`src/rtl/card_game_controller.sv`:
```
// card_game_controller: state engine for the 4x4 memory card game.
// Owns the cursor, card turning, pair checks, mismatch hold and score.
module card_game_controller #(
  parameter logic [47:0] LAYOUT      = 48'hFAC688_FAC688,
  parameter int unsigned SHOW_CYCLES = 25_000_000
) (
  input  logic        clk,
  input  logic        rst,
  input  logic        btn_up,
  input  logic        btn_down,
  input  logic        btn_left,
  input  logic        btn_right,
  input  logic        btn_sel,
  output logic [15:0] open_cards,
  output logic [1:0]  current_x,
  output logic [1:0]  current_y,
  output logic [3:0]  pairs_found,
  output logic [7:0]  moves,
  output logic        match_pulse,
  output logic        mismatch_pulse,
  output logic        game_over
);

  localparam int unsigned CW = $clog2(SHOW_CYCLES + 1);
  localparam logic [CW-1:0] CNT_LOAD = CW'(SHOW_CYCLES - 1);

  typedef enum logic [2:0] {
    S_PICK1,
    S_PICK2,
    S_CHECK,
    S_SHOW,
    S_DONE
  } state_t;

  state_t        r_state;
  state_t        w_state_nxt;

  logic [4:0]    r_btn_q;
  logic [4:0]    w_btn;
  logic [4:0]    w_press;
  logic          w_move_en;
  logic [3:0]    w_cur;

  logic [1:0]    r_x;
  logic [1:0]    r_y;
  logic [15:0]   r_open;
  logic [3:0]    r_idx1;
  logic [3:0]    r_idx2;
  logic [CW-1:0] r_cnt;
  logic [3:0]    r_pairs;
  logic [7:0]    r_moves;
  logic          r_match;
  logic          r_mis;
  logic          r_over;

  logic [1:0]    w_x_nxt;
  logic [1:0]    w_y_nxt;
  logic [15:0]   w_open_nxt;
  logic [3:0]    w_idx1_nxt;
  logic [3:0]    w_idx2_nxt;
  logic [CW-1:0] w_cnt_nxt;
  logic [3:0]    w_pairs_nxt;
  logic [7:0]    w_moves_nxt;
  logic          w_match_nxt;
  logic          w_mis_nxt;

  function automatic logic [2:0] face(input logic [3:0] k);
    logic [5:0] b;
    b = {1'b0, k, 1'b0} + {2'b00, k};
    return LAYOUT[b +: 3];
  endfunction

  // button order: sel, right, left, down, up
  assign w_btn     = {btn_sel, btn_right, btn_left, btn_down, btn_up};
  assign w_press   = w_btn & ~r_btn_q;
  assign w_cur     = {r_y, r_x};
  assign w_move_en = (r_state == S_PICK1) ||
                     (r_state == S_PICK2) ||
                     (r_state == S_SHOW);

  // state register
  always_ff @(posedge clk) begin
    if (rst) r_state <= S_PICK1;
    else     r_state <= w_state_nxt;
  end

  // next state, cursor, card map and score
  always_comb begin
    w_state_nxt = r_state;
    w_x_nxt     = r_x;
    w_y_nxt     = r_y;
    w_open_nxt  = r_open;
    w_idx1_nxt  = r_idx1;
    w_idx2_nxt  = r_idx2;
    w_cnt_nxt   = r_cnt;
    w_pairs_nxt = r_pairs;
    w_moves_nxt = r_moves;
    w_match_nxt = 1'b0;
    w_mis_nxt   = 1'b0;

    if (w_move_en) begin
      if (w_press[1] && !w_press[0])      w_y_nxt = r_y + 2'd1;
      else if (w_press[0] && !w_press[1]) w_y_nxt = r_y - 2'd1;
      if (w_press[3] && !w_press[2])      w_x_nxt = r_x + 2'd1;
      else if (w_press[2] && !w_press[3]) w_x_nxt = r_x - 2'd1;
    end

    unique case (r_state)
      S_PICK1: begin
        if (w_press[4] && !r_open[w_cur]) begin
          w_open_nxt[w_cur] = 1'b1;
          w_idx1_nxt        = w_cur;
          w_state_nxt       = S_PICK2;
        end
      end
      S_PICK2: begin
        if (w_press[4] && !r_open[w_cur]) begin
          w_open_nxt[w_cur] = 1'b1;
          w_idx2_nxt        = w_cur;
          if (r_moves != 8'hFF) w_moves_nxt = r_moves + 8'd1;
          // pulses land in the CHECK cycle; CHECK reuses the result
          if (face(r_idx1) == face(w_cur)) w_match_nxt = 1'b1;
          else                             w_mis_nxt   = 1'b1;
          w_state_nxt = S_CHECK;
        end
      end
      S_CHECK: begin
        if (r_match) begin
          w_pairs_nxt = r_pairs + 4'd1;
          w_state_nxt = (r_pairs == 4'd7) ? S_DONE : S_PICK1;
        end else begin
          w_cnt_nxt   = CNT_LOAD;
          w_state_nxt = S_SHOW;
        end
      end
      S_SHOW: begin
        if (r_cnt == '0) begin
          w_open_nxt[r_idx1] = 1'b0;
          w_open_nxt[r_idx2] = 1'b0;
          w_state_nxt        = S_PICK1;
        end else begin
          w_cnt_nxt = r_cnt - 1'b1;
        end
      end
      S_DONE: begin
        if (w_press[4]) begin
          w_open_nxt  = '0;
          w_pairs_nxt = '0;
          w_moves_nxt = '0;
          w_x_nxt     = '0;
          w_y_nxt     = '0;
          w_state_nxt = S_PICK1;
        end
      end
      default: w_state_nxt = S_PICK1;
    endcase
  end

  // datapath registers; button history resets high to swallow held keys
  always_ff @(posedge clk) begin
    if (rst) begin
      r_btn_q <= '1;
      r_x     <= '0;
      r_y     <= '0;
      r_open  <= '0;
      r_idx1  <= '0;
      r_idx2  <= '0;
      r_cnt   <= '0;
      r_pairs <= '0;
      r_moves <= '0;
      r_match <= 1'b0;
      r_mis   <= 1'b0;
      r_over  <= 1'b0;
    end else begin
      r_btn_q <= w_btn;
      r_x     <= w_x_nxt;
      r_y     <= w_y_nxt;
      r_open  <= w_open_nxt;
      r_idx1  <= w_idx1_nxt;
      r_idx2  <= w_idx2_nxt;
      r_cnt   <= w_cnt_nxt;
      r_pairs <= w_pairs_nxt;
      r_moves <= w_moves_nxt;
      r_match <= w_match_nxt;
      r_mis   <= w_mis_nxt;
      r_over  <= (w_state_nxt == S_DONE);
    end
  end

  assign open_cards     = r_open;
  assign current_x      = r_x;
  assign current_y      = r_y;
  assign pairs_found    = r_pairs;
  assign moves          = r_moves;
  assign match_pulse    = r_match;
  assign mismatch_pulse = r_mis;
  assign game_over      = r_over;

endmodule

```
`config.mk`:
```
export PLATFORM = sky130hd
export DESIGN_NAME = card_game_controller
export DESIGN_NICKNAME = d
export VERILOG_FILES = /design/src/rtl/card_game_controller.sv
export SDC_FILE = /design/constraint.sdc
export NUM_CORES = 1
export LEC_CHECK = 0
export CAP_MARGIN = 0
export CELL_PAD_IN_SITES_DETAIL_PLACEMENT = 1
export CELL_PAD_IN_SITES_GLOBAL_PLACEMENT = 1
export CORE_UTILIZATION = 44
export DETAILED_ROUTE_END_ITERATION = 8
export PLACE_DENSITY_LB_ADDON = 0.05
export RECOVER_POWER = 50
export SETUP_SLACK_MARGIN = 0.1
export SLEW_MARGIN = 30
export SYNTH_ARGS = -nofsm -noshare
export SYNTH_HDL_FRONTEND = slang
export SYNTH_SLANG_ARGS = --single-unit
```
`constraint.sdc`:
```
create_clock -name clk -period 3.5 [get_ports clk]
set_input_delay 1.05 -clock clk [delete_from_list [all_inputs] [get_ports clk]]
set_output_delay 1.05 -clock clk [all_outputs]
set_load 0.05 [all_outputs]
```
==> impl_summary.txt <==
----------------------------------------------------
[STA]
  Worst rel slew slack ... 0.349
  Final hold violations ... 0
  Final setup fails ... 0
  Worst clock skew ... 0.0129 ns
  Pin slew with the least headroom to its limit ... 0.976 ns
  RSZ-0062 raised after global routing ... no
  Tmin final ... 3.09 ns
  Max-slew violation total from the final report ... 0
  Final period util ... 0.882
  Setup TNS ... 0 ns
  Fmax ... 324 MHz

[Clocking]
  Clock transition time at the flip-flop clock pins of the worst setup and hold paths ... 0.09 ns
  TritonCTS clock tree ... yes
  Post-CTS resize count ... 0
  H-tree depth reported by CTS ... 3
  Clock Sinks ... 76
  Clock Tree Buf Depth ... 2
  Latest clock arrival within the worst-skew pair ... 0.37 ns
  Buffers inserted during post-CTS setup optimization ... 0
  Clock Root Buffer ... clkbuf_8
  Number of hold buffers added after CTS ... 0
  Number of buffers created by CTS ... 9

[Global route]
  Overflow left after global routing ... 0
  Number of antenna violations at the first check in global routing ... 0
  Number of global-route vias before repair ... 4271
  Wire length of the first global-routing pass ... 22.1 mm
  Overall fraction of global-route tracks in use ... 0.250
  Pin count of the biggest net entering global routing ... 24

[Setup path]
  Critical path required time ... 3.72 ns
  Critical path peak fanout ... 9
  Critical path endpoint category ... flip-flop
  FF-to-FF path depth ... 7
  Worst endpoint data arrival time ... 3.31 ns
  Highest-delay cell along the critical path ... o31ai_2
  Worst Path Class, Setup ... reg2reg
  Cells along the critical path ... or4_1 -> or4_1 -> o31ai_2 -> nor2_1 -> nand2_1 -> xor2_1 -> a21oi_1
  CP peak stage delay ... 0.75 ns
  Setup crit start kind ... flip-flop
  Cell with the most instances on the worst path ... or4_1

[Synthesis]
  Number of storage elements in the synthesis netlist ... 76
  Cell type contributing the most total cell area after synthesis ... dfxtp_1
  Post-synth EDFFs ... 0
  Most used flip-flop cell after synthesis ... dfxtp_1
  Most common library cells after synthesis ... 76 x dfxtp_1, 62 x nor2_1, 48 x nand2_1
  Syn avg cell area ... 8.57 sq um
  Synth cell types ... 58
  YS warnings ... 0
  Most repeated cell in the gate-level netlist after synthesis ... dfxtp_1
  Register area share after synthesis ... 0.321
  Cells after synthesis ... 553
  Post-Syn Area ... 4740 sq um
  Share of the synthesized area in the top cell type ... 0.321
  Net count after synthesis ... 590
  Asr flop ratio synth ... 0
  Biggest area contributors in the synthesized netlist ... dfxtp_1 32%, mux2i_1 8.4%, ha_1 7.4%

[Run status]
  Run status ... complete, no violations

[Power]
  Power per cell area ... 372 nW/um^2
  Worst voltage drop across the vdd grid ... 0.000186 V
  Leakage ... 0.00229 uW

[Die]
  Number of placed I/O pins ... 42
  Placeable core region ... 10400 sq um
  Die area ... 11200 sq um
  Effective utilization at floorplan ... 0.457
  Die H ... 106 um
  Horizontal die dimension ... 106 um
  Num rows ... 37

[Hold path]
  Hold Path Cell Cnt ... 2
  HP Class ... reg2reg

[Finish]
  Area of combinational cells with multiple inputs ... 3030 sq um
  Share of layout cells above drive strength 1 ... 0.0750
  Post-synthesis to final-layout area growth ... 16.3%
  Area occupied by registers ... 1520 sq um
  Number of nets at the end of the flow ... 632
  Final Cell Area ... 5510 sq um
  Inserted Diodes ... 0
  Filler cell count in the final layout ... 1243

[Job]
  Max-cap violations ... 0

[Placement]
  RePlAce Congestion ... 0.862
  Placed instance area ... 5310 sq um
  # port buffers ... 41
  Detailed-placement wirelength estimate ... 9.73 mm

[Detailed routing]
  Detailed Route Iter0 Violations ... 201
  Post-detailed-route wirelength per cell ... 18.3 um
  Wirelength, routed ... 13.5 mm
  Average via count per standard cell ... 5.85
  Detailed-router iteration count before antenna repair ... 4
  Via Count ... 4302
  Residual antenna-violating net count after detailed routing ... 0
  Number of remaining DRC errors ... 0

----------------------------------------------------
[critical path: cells and delay by family, from the launching register on]
kind | cells | cell delay, ns
and+or+nand+nor | 4 | 1.58
AOI/OAI and AO/OA | 2 | 0.83
xor gates and xnor gates | 1 | 0.15
DFF | 1 | 0.37
[metrics by stage]
| step | utilization | hold slack, ns | instances | worst slack [ns] | total power (uW) |
|---|---|---|---|---|---|
| final | 0.532 | 0.517 | 736 | 0.415 | 2050 |
| after global routing | 0.532 | 0.538 | 736 | 0.115 | 2140 |
| after CTS | 0.534 | 0.520 | 736 | 0.408 | 2060 |
| after detailed placement | 0.512 | 0.507 | 720 | 0.417 | 1280 |
| after global placement | 0.512 | 0.477 | 720 | 0.531 | 1270 |
| after floorplan | - | 0.452 | 553 | 0.422 | 1190 |
[final cells by class]
cell class | instances | share of cell area
Multi-Input combinational cell | 436 | 0.550
Sequential cell | 76 | 0.276
Tap cell | 136 | 0.0309
Inverter | 18 | 0.0123
Clock buffer | 11 | 0.0256
Timing Repair Buffer | 54 | 0.0896
Clock inverter | 5 | 0.0152
[power breakdown]
| group | switching (uW) | internal, uW | total (uW) |
|---|---|---|---|
| registers | 33.6 | 882 | 915 |
| logic | 205 | 136 | 341 |
| clock network | 371 | 424 | 795 |
[layout by cell type (no fill, tap or decap), types with 19 or more instances in the layout]
master         Yosys  final
nor3_1            19     19
xnor2_1           22     22
nor2_1            62     62
mux2i_1           40     40
dfxtp_1           76     75
a21oi_1           45     45
nand2_1           48     48
dlygate4sd3_1      0     23
ha_1              28     28
[per-layer routing]
layer	vias up	wire length, um	global-route usage
met5	-	0	0
met1	2132	6460	0.343
met2	83	6280	0.399
met3	12	577	0.0427
li1	2075	-	-
met4	0	140	0.0813
[cell families (layout without fill, tap and decap cells)]
group / count (synthesis) / after routing / synth area share
adders and majority gates: 30 / 30 / 0.0824
DFF: 76 / 76 / 0.321
buffers and inverters: 41 / 88 / 0.0362
muxes: 45 / 45 / 0.106
and+or+nand+nor: 199 / 199 / 0.207
AOI/OAI and AO/OA: 122 / 122 / 0.171
xor gates and xnor gates: 40 / 40 / 0.0768
[registers in the layout, summed over array words and instances (netlist names)]
name,cells
pairs_found,4
r_btn_q,5
game_over,1
r_idx2,4
current_x,2
open_cards,16
current_y,2
moves,8
r_cnt,25
match_pulse,1
r_state,3
mismatch_pulse,1
r_idx1,4
[worst paths after layout]
| path | endpoint | start | slack [ns] |
|---|---|---|---|
| setup reg to reg | r_cnt[19]$_SDFFE_PP0P_ | r_cnt[12]$_SDFFE_PP0P_ | 0.41 |
| setup / recovery | r_cnt[19]$_SDFFE_PP0P_ | r_cnt[12]$_SDFFE_PP0P_ | 0.41 |
| hold reg to reg | r_cnt[9]$_SDFFE_PP0P_ | r_cnt[9]$_SDFFE_PP0P_ | 0.52 |
| hold / removal | r_cnt[9]$_SDFFE_PP0P_ | r_cnt[9]$_SDFFE_PP0P_ | 0.52 |
Note: power is estimated with default switching activity, not from simulation.
